===== src/rtl/mux2to1_arbiter.sv =====
// Round-robin packet arbiter for two valid/ready sources sharing one output channel.
// Drives the 2:1 mux select, gates per-source ready and holds each grant for a whole packet.
//
// state | meaning
// IDLE  | no grant; outputs quiet; arbitrate on the current valids
// G1    | source 1 owns the channel (sel = 1)
// G2    | source 2 owns the channel (sel = 0)
module mux2to1_arbiter #(
  parameter int DATA_W    = 8,
  parameter int MAX_BEATS = 16
) (
  input  logic              I_clk,
  input  logic              I_rst_n,
  input  logic              I_valid1,
  input  logic              I_last1,
  input  logic [DATA_W-1:0] I_data1,
  output logic              O_ready1,
  input  logic              I_valid2,
  input  logic              I_last2,
  input  logic [DATA_W-1:0] I_data2,
  output logic              O_ready2,
  input  logic              I_ready,
  output logic              O_valid,
  output logic              O_last,
  output logic [DATA_W-1:0] O_data,
  output logic              O_sel,
  output logic [1:0]        O_gnt,
  output logic              O_trunc
);

  localparam int CNT_W = $clog2(MAX_BEATS + 1);
  localparam logic [CNT_W-1:0] CNT_LAST = CNT_W'(MAX_BEATS - 1);

  typedef enum logic [1:0] {
    IDLE = 2'b00,
    G1   = 2'b01,
    G2   = 2'b10
  } state_t;

  state_t           state;
  state_t           grant_next;
  logic [CNT_W-1:0] beat_cnt;
  logic             ptr_src2;   // 1: source 2 was served last, so source 1 wins a tie
  logic             ptr_eff;
  logic             beat;
  logic             release_now;

  function automatic state_t arbitrate(input logic v1, input logic v2, input logic p2);
    state_t g;
    if (v1 && v2)
      g = p2 ? G1 : G2;
    else if (v1)
      g = G1;
    else if (v2)
      g = G2;
    else
      g = IDLE;
    return g;
  endfunction

  always_comb begin
    O_valid  = 1'b0;
    O_last   = 1'b0;
    O_data   = '0;
    O_ready1 = 1'b0;
    O_ready2 = 1'b0;
    unique case (state)
      G1: begin
        O_valid  = I_valid1;
        O_last   = I_last1;
        O_data   = I_data1;
        O_ready1 = I_ready;
      end
      G2: begin
        O_valid  = I_valid2;
        O_last   = I_last2;
        O_data   = I_data2;
        O_ready2 = I_ready;
      end
      default: ;
    endcase
  end

  assign beat        = O_valid & I_ready;
  assign release_now = beat & (O_last | (beat_cnt == CNT_LAST));

  // At a release the pointer moves to the releasing source before the tie-break.
  assign ptr_eff    = (state == IDLE) ? ptr_src2 : (state == G2);
  assign grant_next = arbitrate(I_valid1, I_valid2, ptr_eff);

  assign O_gnt = state;

  always_ff @(posedge I_clk) begin
    if (!I_rst_n) begin
      state    <= IDLE;
      O_sel    <= 1'b0;
      O_trunc  <= 1'b0;
      beat_cnt <= '0;
      ptr_src2 <= 1'b1;
    end else begin
      O_trunc <= 1'b0;
      if (state == IDLE || release_now) begin
        state    <= grant_next;
        beat_cnt <= '0;
        if (grant_next == G1)
          O_sel <= 1'b1;
        else if (grant_next == G2)
          O_sel <= 1'b0;
        if (release_now) begin
          ptr_src2 <= (state == G2);
          O_trunc  <= ~O_last;
        end
      end else if (beat) begin
        beat_cnt <= beat_cnt + 1'b1;
      end
    end
  end

endmodule

===== config.mk =====
export PLATFORM = sky130hd
export DESIGN_NAME = mux2to1_arbiter
export DESIGN_NICKNAME = d
export VERILOG_FILES = /design/src/rtl/mux2to1_arbiter.sv
export SDC_FILE = /design/constraint.sdc
export NUM_CORES = 1
export LEC_CHECK = 0
export CAP_MARGIN = 20
export CORE_MARGIN = 2
export CORE_UTILIZATION = 25
export CTS_CLUSTER_DIAMETER = 30
export DETAILED_ROUTE_END_ITERATION = 12
export DONT_BUFFER_PORTS = 1
export SLEW_MARGIN = 20
export SYNTH_ARGS = -nofsm -noshare
export SYNTH_HDL_FRONTEND = slang
export SYNTH_SLANG_ARGS = --single-unit

===== constraint.sdc =====
create_clock -name I_clk -period 1.6 [get_ports I_clk]
set_input_delay 0.08 -clock I_clk [delete_from_list [all_inputs] [get_ports I_clk]]
set_output_delay 0.08 -clock I_clk [all_outputs]
set_load 0.02 [all_outputs]

==> out/results.ini, run 1 <==
[status]
status = complete, but fails checks
failed_checks = negative setup slack

[power_and_ir_drop]
p_leak_uw = 0.000438
power_density_mw_per_mm2 = 681
vdd_drop_max_v = 0.000311

[layout]
final_nets = 148
regArea_um2 = 210
multi_input_area_um2 = 589
layout_common_cells = buf_4 (24), nor2b_1 (9), a22oi_1 (7), nand2_1 (7), dfxtp_1 (6)
area_growth_pct = 56.9
n_fill_cell = 285
antenna_cells = 0
layout_commonest_cell = buf_4
instances_no_fill = 148
drive_gt1_share_pct = 47.0

[synthesis]
synth_area_um2 = 726
synth_edf_count = 0
synthCells = 88
ys_seq_area_share_pct = 27.6
ys_warn_count = 0
synth_seq_cells = 10
ys_types = 26
synthArstFlopShare_pct = 0
syn-num-nets = 117
synthFlopType = dfxtp_1
syn_avg_cell_area_um2 = 8.25

[timing]
tightest_slew_ps = 366
setup_viol_count_final = 8
post-route-min-period_ps = 1690
rsz0062_at_grt = yes
slew_viol_final = 0
layout_setup_ws_ps = -89.8
hold_viol_final = 0
skew_ps = 0.855
period_share_pct = 106
slew_headroom_pct = 75.6
fmax_mhz = 592
finalSetupTns_ps = -473

[detailed_routing]
viasPerCell = 5.14
ant_nets = 0
drt-wirelength-per-cell_um = 13.4
drt_iter0_markers = 14
drc = 0
vias = 761
postRouteWirelength_mm = 1.98
drt_first_pass_iters = 4

[clock_network]
cts_root_buf = clkbuf_4
cts_made_buffers = 3
clockBufferDepth = 2
clkSinkCount = 10
htree_num_levels = 1
cts.clk_slew.worst_paths_ps = 60
clock_latency_ps = 270
cts_tree = yes

[hold_path]
hp-start = I_rst_n
holdCritPathClass = input pin to register

[placement]
dp.cells = 137
pre_cts_ws_ps = -116
dp_hpwl_mm = 1.46
place_congestion = 0.740
io_buffers = 0

[setup_path]
crit_path_end_kind = register
slowest_stage = dfxtp_2
critPathLaunchType = register
r2r-start = beat_cnt[1]$_SDFFE_PP0P_
worstPathRequired_ps = 1810
critPathMaxFanout = 4
critPathArrivalTime_ps = 1900
criticalPathCategory = register to register
r2r_slack_ps = -90
slowest_delay_ps = 340
critPathLaunch = beat_cnt[1]$_SDFFE_PP0P_
cp_cell_sequence = ha_4 -> and3_4 -> ha_4 -> a221o_1 -> nor3_4 -> buf_6 -> nand2_2 -> a21oi_2
crit_path_frequent_cell = ha_4

[global_routing]
track_usage_pct = 11.7
grt.overflow.total = 0
grt_pass1_wl_mm = 2.99
grt_pass1_vias = 702
grt_max_degree = 11
antenna_found_initial = 0

[floorplanning]
die_w_um = 57.9
core_mm2 = 0.00276
num_rows = 19
io-pin-count = 39
die-area_mm2 = 0.00335
start_util_pct = 26.3
die_y_um = 57.9

[run]
maxCapViolations = 0

==> cell families (layout without fill, tap and decap cells) <==
family,after synthesis,in the layout,share of synthesized area (%)
AOI/OAI and AO/OA,22,22,24.7
DFF,10,10,27.6
muxes,4,4,5.52
adders and majority gates,6,6,10.3
buffers and inverters,10,39,5.52
and+or+nand+nor,36,36,26.4
==> sequential cells by signal, summed over array words and instances (netlist names) <==
| signal | flops |
|---|---|
| O_trunc | 1 |
| ptr_src2 | 1 |
| beat_cnt | 5 |
| O_gnt | 2 |
| O_sel | 1 |
==> Yosys cell counts (2+ instances only) <==
library cell  count  area share (%)
buf_2             2             1.4
a22oi_1          11              11
and2_1            4             3.4
nor2b_1          10             8.6
o21ai_0           2             1.4
mux2i_1           4             5.5
ha_1              6              10
o21ai_1           2             1.4
clkbuf_1          2             1.0
inv_1             6             3.1
nor2_1            5             2.6
a21oi_1           2             1.4
nor3_1            2             1.4
dfxtp_1          10              28
nand2_1           9             4.7
==> per-layer routing <==
layer,global-route usage (%),vias to the layer above,share of wire (%)
li1,-,371,-
met1,12.3,348,38
met2,21.6,39,52
met3,2.46,3,8.2
met4,5.98,0,1.8
met5,0,-,0
==> layout make-up <==
class,count,area share [%]
Sequential cell,10,18.5
Tap cell,31,3.41
Timing Repair Buffer,30,22.2
Inverter,6,2.20
Multi-Input combinational cell,68,51.8
Clock buffer,3,1.98
==> repair_timing <==
item	4_1_cts	5_1_grt
resized for setup	12	10
gates cloned	0	0
pin swaps	7	5
buffers inserted	1	5
setup endpoints to repair	16	13
hold endpoints to repair	5	0
hold buffers	3	0
==> worst paths after layout <==
path | endpoint | cells after the start
setup / recovery | beat_cnt[3]$_SDFFE_PP0P_ | 8
hold / removal | O_sel$_SDFFE_PN0P_ | 3
setup reg to reg | beat_cnt[3]$_SDFFE_PP0P_ | 8
hold reg to reg | ptr_src2$_SDFFE_PN1P_ | 2
==> power breakdown <==
part / switching [uW] / internal (uW) / leakage (uW)
Clock: 88.6 / 87.2 / 0.0000138
Sequential: 16.4 / 259 / 0.0000836
Combinational: 161 / 163 / 0.000341
==> metrics by stage <==
stage / hold WS (ps) / util [%] / area, um^2 / total power, uW
floorplan: 142 / - / 763 / 453
global placement: 145 / 34.4 / 950 / 531
detailed placement: 150 / 34.4 / 950 / 537
CTS: 19.9 / 38.5 / 1060 / 753
global route: 34.2 / 41.3 / 1140 / 820
finish: 22.7 / 41.3 / 1140 / 776
==> worst max-delay path, delay by kind of cell (launching register included) <==
| family | cells | cell delay (ps) |
|---|---|---|
| fa+ha+maj | 2 | 320 |
| compound gates | 2 | 430 |
| simple gates | 3 | 410 |
| flops | 1 | 340 |
| buf+inv | 1 | 140 |
(Power assumes the default switching activity.)
==> inputs of run 2 (changes only) <==
- PLACE_DENSITY_LB_ADDON: default -> 0.12
==> out/results.ini, run 2 (synthesized netlist as in run 1, its figures left out) <==
[layout]
layout_commonest_cell = buf_4
regMostFlops = beat_cnt
drive_gt1_share_pct = 41.9  ; -5.1 points
largest_reg_flops = 5  ; unchanged
area_growth_pct = 54.7
instances_no_fill = 148  ; unchanged
antenna_cells = 0  ; unchanged
regArea_um2 = 208  ; -1.2%
n_fill_cell = 288  ; +1.1%
final_nets = 147  ; -0.68%
layout_common_cells = buf_4 (23), a22oi_1 (10), nor2b_1 (9)
multi_input_area_um2 = 569  ; -3.4%

[power_and_ir_drop]
netSwitchingPower_uw = 262  ; -1.5%
power_uw = 819  ; +5.6%
pwr-share-seq_pct = 33.5  ; -2.0 points
power_density_mw_per_mm2 = 730  ; +7.2%
vdd_drop_max_v = 0.000354  ; +14%
p_int_uw = 558  ; +9.4%
p_leak_uw = 0.000436  ; -0.49%
combPwrFrac_pct = 38.6  ; -3.2 points
p_clk_share_pct = 27.9  ; +5.2 points
swShare_pct = 31.9  ; -2.3 points

[setup_path]
cp_num_buf_inv = 0  ; -1
critPathLaunch = beat_cnt[1]$_SDFFE_PP0P_
critPathArrivalTime_ps = 1860  ; -40 ps
crit_path_frequent_cell = ha_4
critPathMaxFanout = 5  ; +1
timing.rr.end = beat_cnt[2]$_SDFFE_PP0P_
r2r-start = beat_cnt[1]$_SDFFE_PP0P_
ff2ff_path_depth = 7  ; -1
worstPathRequired_ps = 1800  ; about the same
criticalPathCategory = register to register
r2r_slack_ps = -60  ; +30 ps
cp_top_family = simple AND/OR/NAND/NOR gates
slowest_stage = dfxtp_2
crit_path_end_kind = register
critPathLaunchType = register
cp_cell_sequence = ha_4 -> and3_4 -> ha_4 -> a221o_1 -> nor3_4 -> nand3b_1 -> a21oi_1
slowest_delay_ps = 340  ; about the same

[global_routing]
top_usage_layer = met2
track_usage_pct = 11.7  ; -0.016 points
antenna_found_initial = 0  ; unchanged
grt_use_met3_pct = 3.57  ; +1.1 points
gr-usage-met1_pct = 12.4  ; +0.086 points
grt_max_degree = 11  ; unchanged
grt.overflow.total = 0  ; unchanged
grtUsageMet2_pct = 20.6  ; -0.97 points
grt_pass1_wl_mm = 2.91  ; -2.5%
grt_pass1_vias = 676  ; -3.7%

[floorplanning]
core_mm2 = 0.00276  ; unchanged
io-pin-count = 39  ; unchanged
die_y_um = 57.9  ; unchanged
die_w_um = 57.9  ; unchanged
die-area_mm2 = 0.00335  ; unchanged
start_util_pct = 26.3  ; unchanged
num_rows = 19  ; unchanged

[detailed_routing]
drt_iter0_markers = 16  ; +2
drt_first_pass_iters = 3  ; -1
postRouteWirelength_mm = 1.83  ; -7.6%
ant_nets = 0  ; unchanged
drt-wirelength-per-cell_um = 12.4  ; -7.6%
drc = 0  ; unchanged
viasPerCell = 4.86  ; -5.4%
vias = 720  ; -5.4%

[placement]
dp.cells = 139  ; +1.5%
io_buffers = 0  ; unchanged
place_congestion = 0.696  ; -5.9%
pre_cts_ws_ps = -99.5  ; +16.0 ps
dp_hpwl_mm = 1.44  ; -1.4%

[timing]
whs_ps = 34.6  ; +11.9 ps
layout_setup_ws_ps = -61.4  ; +28.4 ps
setup_viol_count_final = 6  ; -2
tightest_slew_ps = 398  ; +32.4 ps
period_share_pct = 104  ; -1.8 points
slew_headroom_pct = 73.4  ; -2.2 points
skew_ps = 2.21  ; +1.35 ps
hold_viol_final = 0  ; unchanged
rsz0062_at_grt = yes
slew_viol_final = 0  ; unchanged
fmax_mhz = 602  ; +1.7%
post-route-min-period_ps = 1660  ; -28.4 ps

[run]
maxCapViolations = 0  ; unchanged

[hold_path]
holdCritPathClass = input pin to register
whs_path_depth = 3  ; unchanged
hp-start = I_valid2
hold_end = O_sel$_SDFFE_PN0P_

[clock_network]
cts_tree = yes
cts_root_buf = clkbuf_4
clockBufferDepth = 2  ; unchanged
htree_num_levels = 1  ; unchanged
clock_latency_ps = 260  ; about the same
cts.clk_slew.worst_paths_ps = 70  ; about the same
clkSinkCount = 10  ; unchanged
cts_made_buffers = 3  ; unchanged

[status]
status = complete, but fails checks
failed_checks = negative setup slack

[run 2: cell types whose count changed in the layout (fill, tap and decap cells not counted), moves of 2 or more]
cell     previous run  this run
a21oi_1             0         2
a22oi_1             7        10
a22oi_2             5         2
a21oi_2             2         0
[run 2: how the worst max path moves through the flow]
| stage | end | cells past startpoint |
|---|---|---|
| 2_1_floorplan | beat_cnt[2]$_SDFFE_PP0P_ | 6 |
| 3_3_place_gp | beat_cnt[2]$_SDFFE_PP0P_ | 6 |
| 3_5_place_dp | beat_cnt[2]$_SDFFE_PP0P_ | 7 |
| 4_1_cts | beat_cnt[2]$_SDFFE_PP0P_ | 7 |
| 5_1_grt | beat_cnt[3]$_SDFFE_PP0P_ | 7 |
| 6_report | beat_cnt[2]$_SDFFE_PP0P_ | 7 |
[run 2: area by class of cell]
class / count / share of cell area, %
Multi-Input combinational cell: 68 / 50.7
Timing Repair Buffer: 29 / 21.9
Sequential cell: 10 / 18.5
Tap cell: 31 / 3.46
Clock buffer: 4 / 3.23
Inverter: 6 / 2.23
[run 2: timing repair]
action,CTS,global route
gates resized for setup,11,3
pin swaps,3,4
buffers inserted,2,0
hold endpoints to repair,5,0
hold buffers,3,0
setup endpoints to repair,18,20
[run 2: routing by layer]
metal	up-vias	part of all wire, %
li1	368	-
met5	-	0
met2	31	48
met1	319	42
met3	2	8.4
met4	0	1.1
[run 2: tightest hold or removal path: cells and delay by family]
family	cells	cell delay [ps]
simple gates	3	170
[run 2: metrics by stage]
| step | cell area (um^2) | TNS, ps | utilization (%) |
|---|---|---|---|
| finish | 1120 | -262 | 40.7 |
| global route | 1120 | -1090 | 40.7 |
| CTS | 1110 | -287 | 40.4 |
| detailed placement | 965 | -430 | 35.0 |
| global placement | 965 | -372 | 35.0 |
| floorplan | 763 | 0 | - |
[run 2: power by group through the flow]
stage | combinational [uW] | clock, uW | sequential, uW
floorplan | 170 | 0 | 283
detailed placement | 265 | 0 | 277
global placement | 263 | 0 | 276
finish | 316 | 229 | 274
global route | 346 | 259 | 276
CTS | 317 | 241 | 274
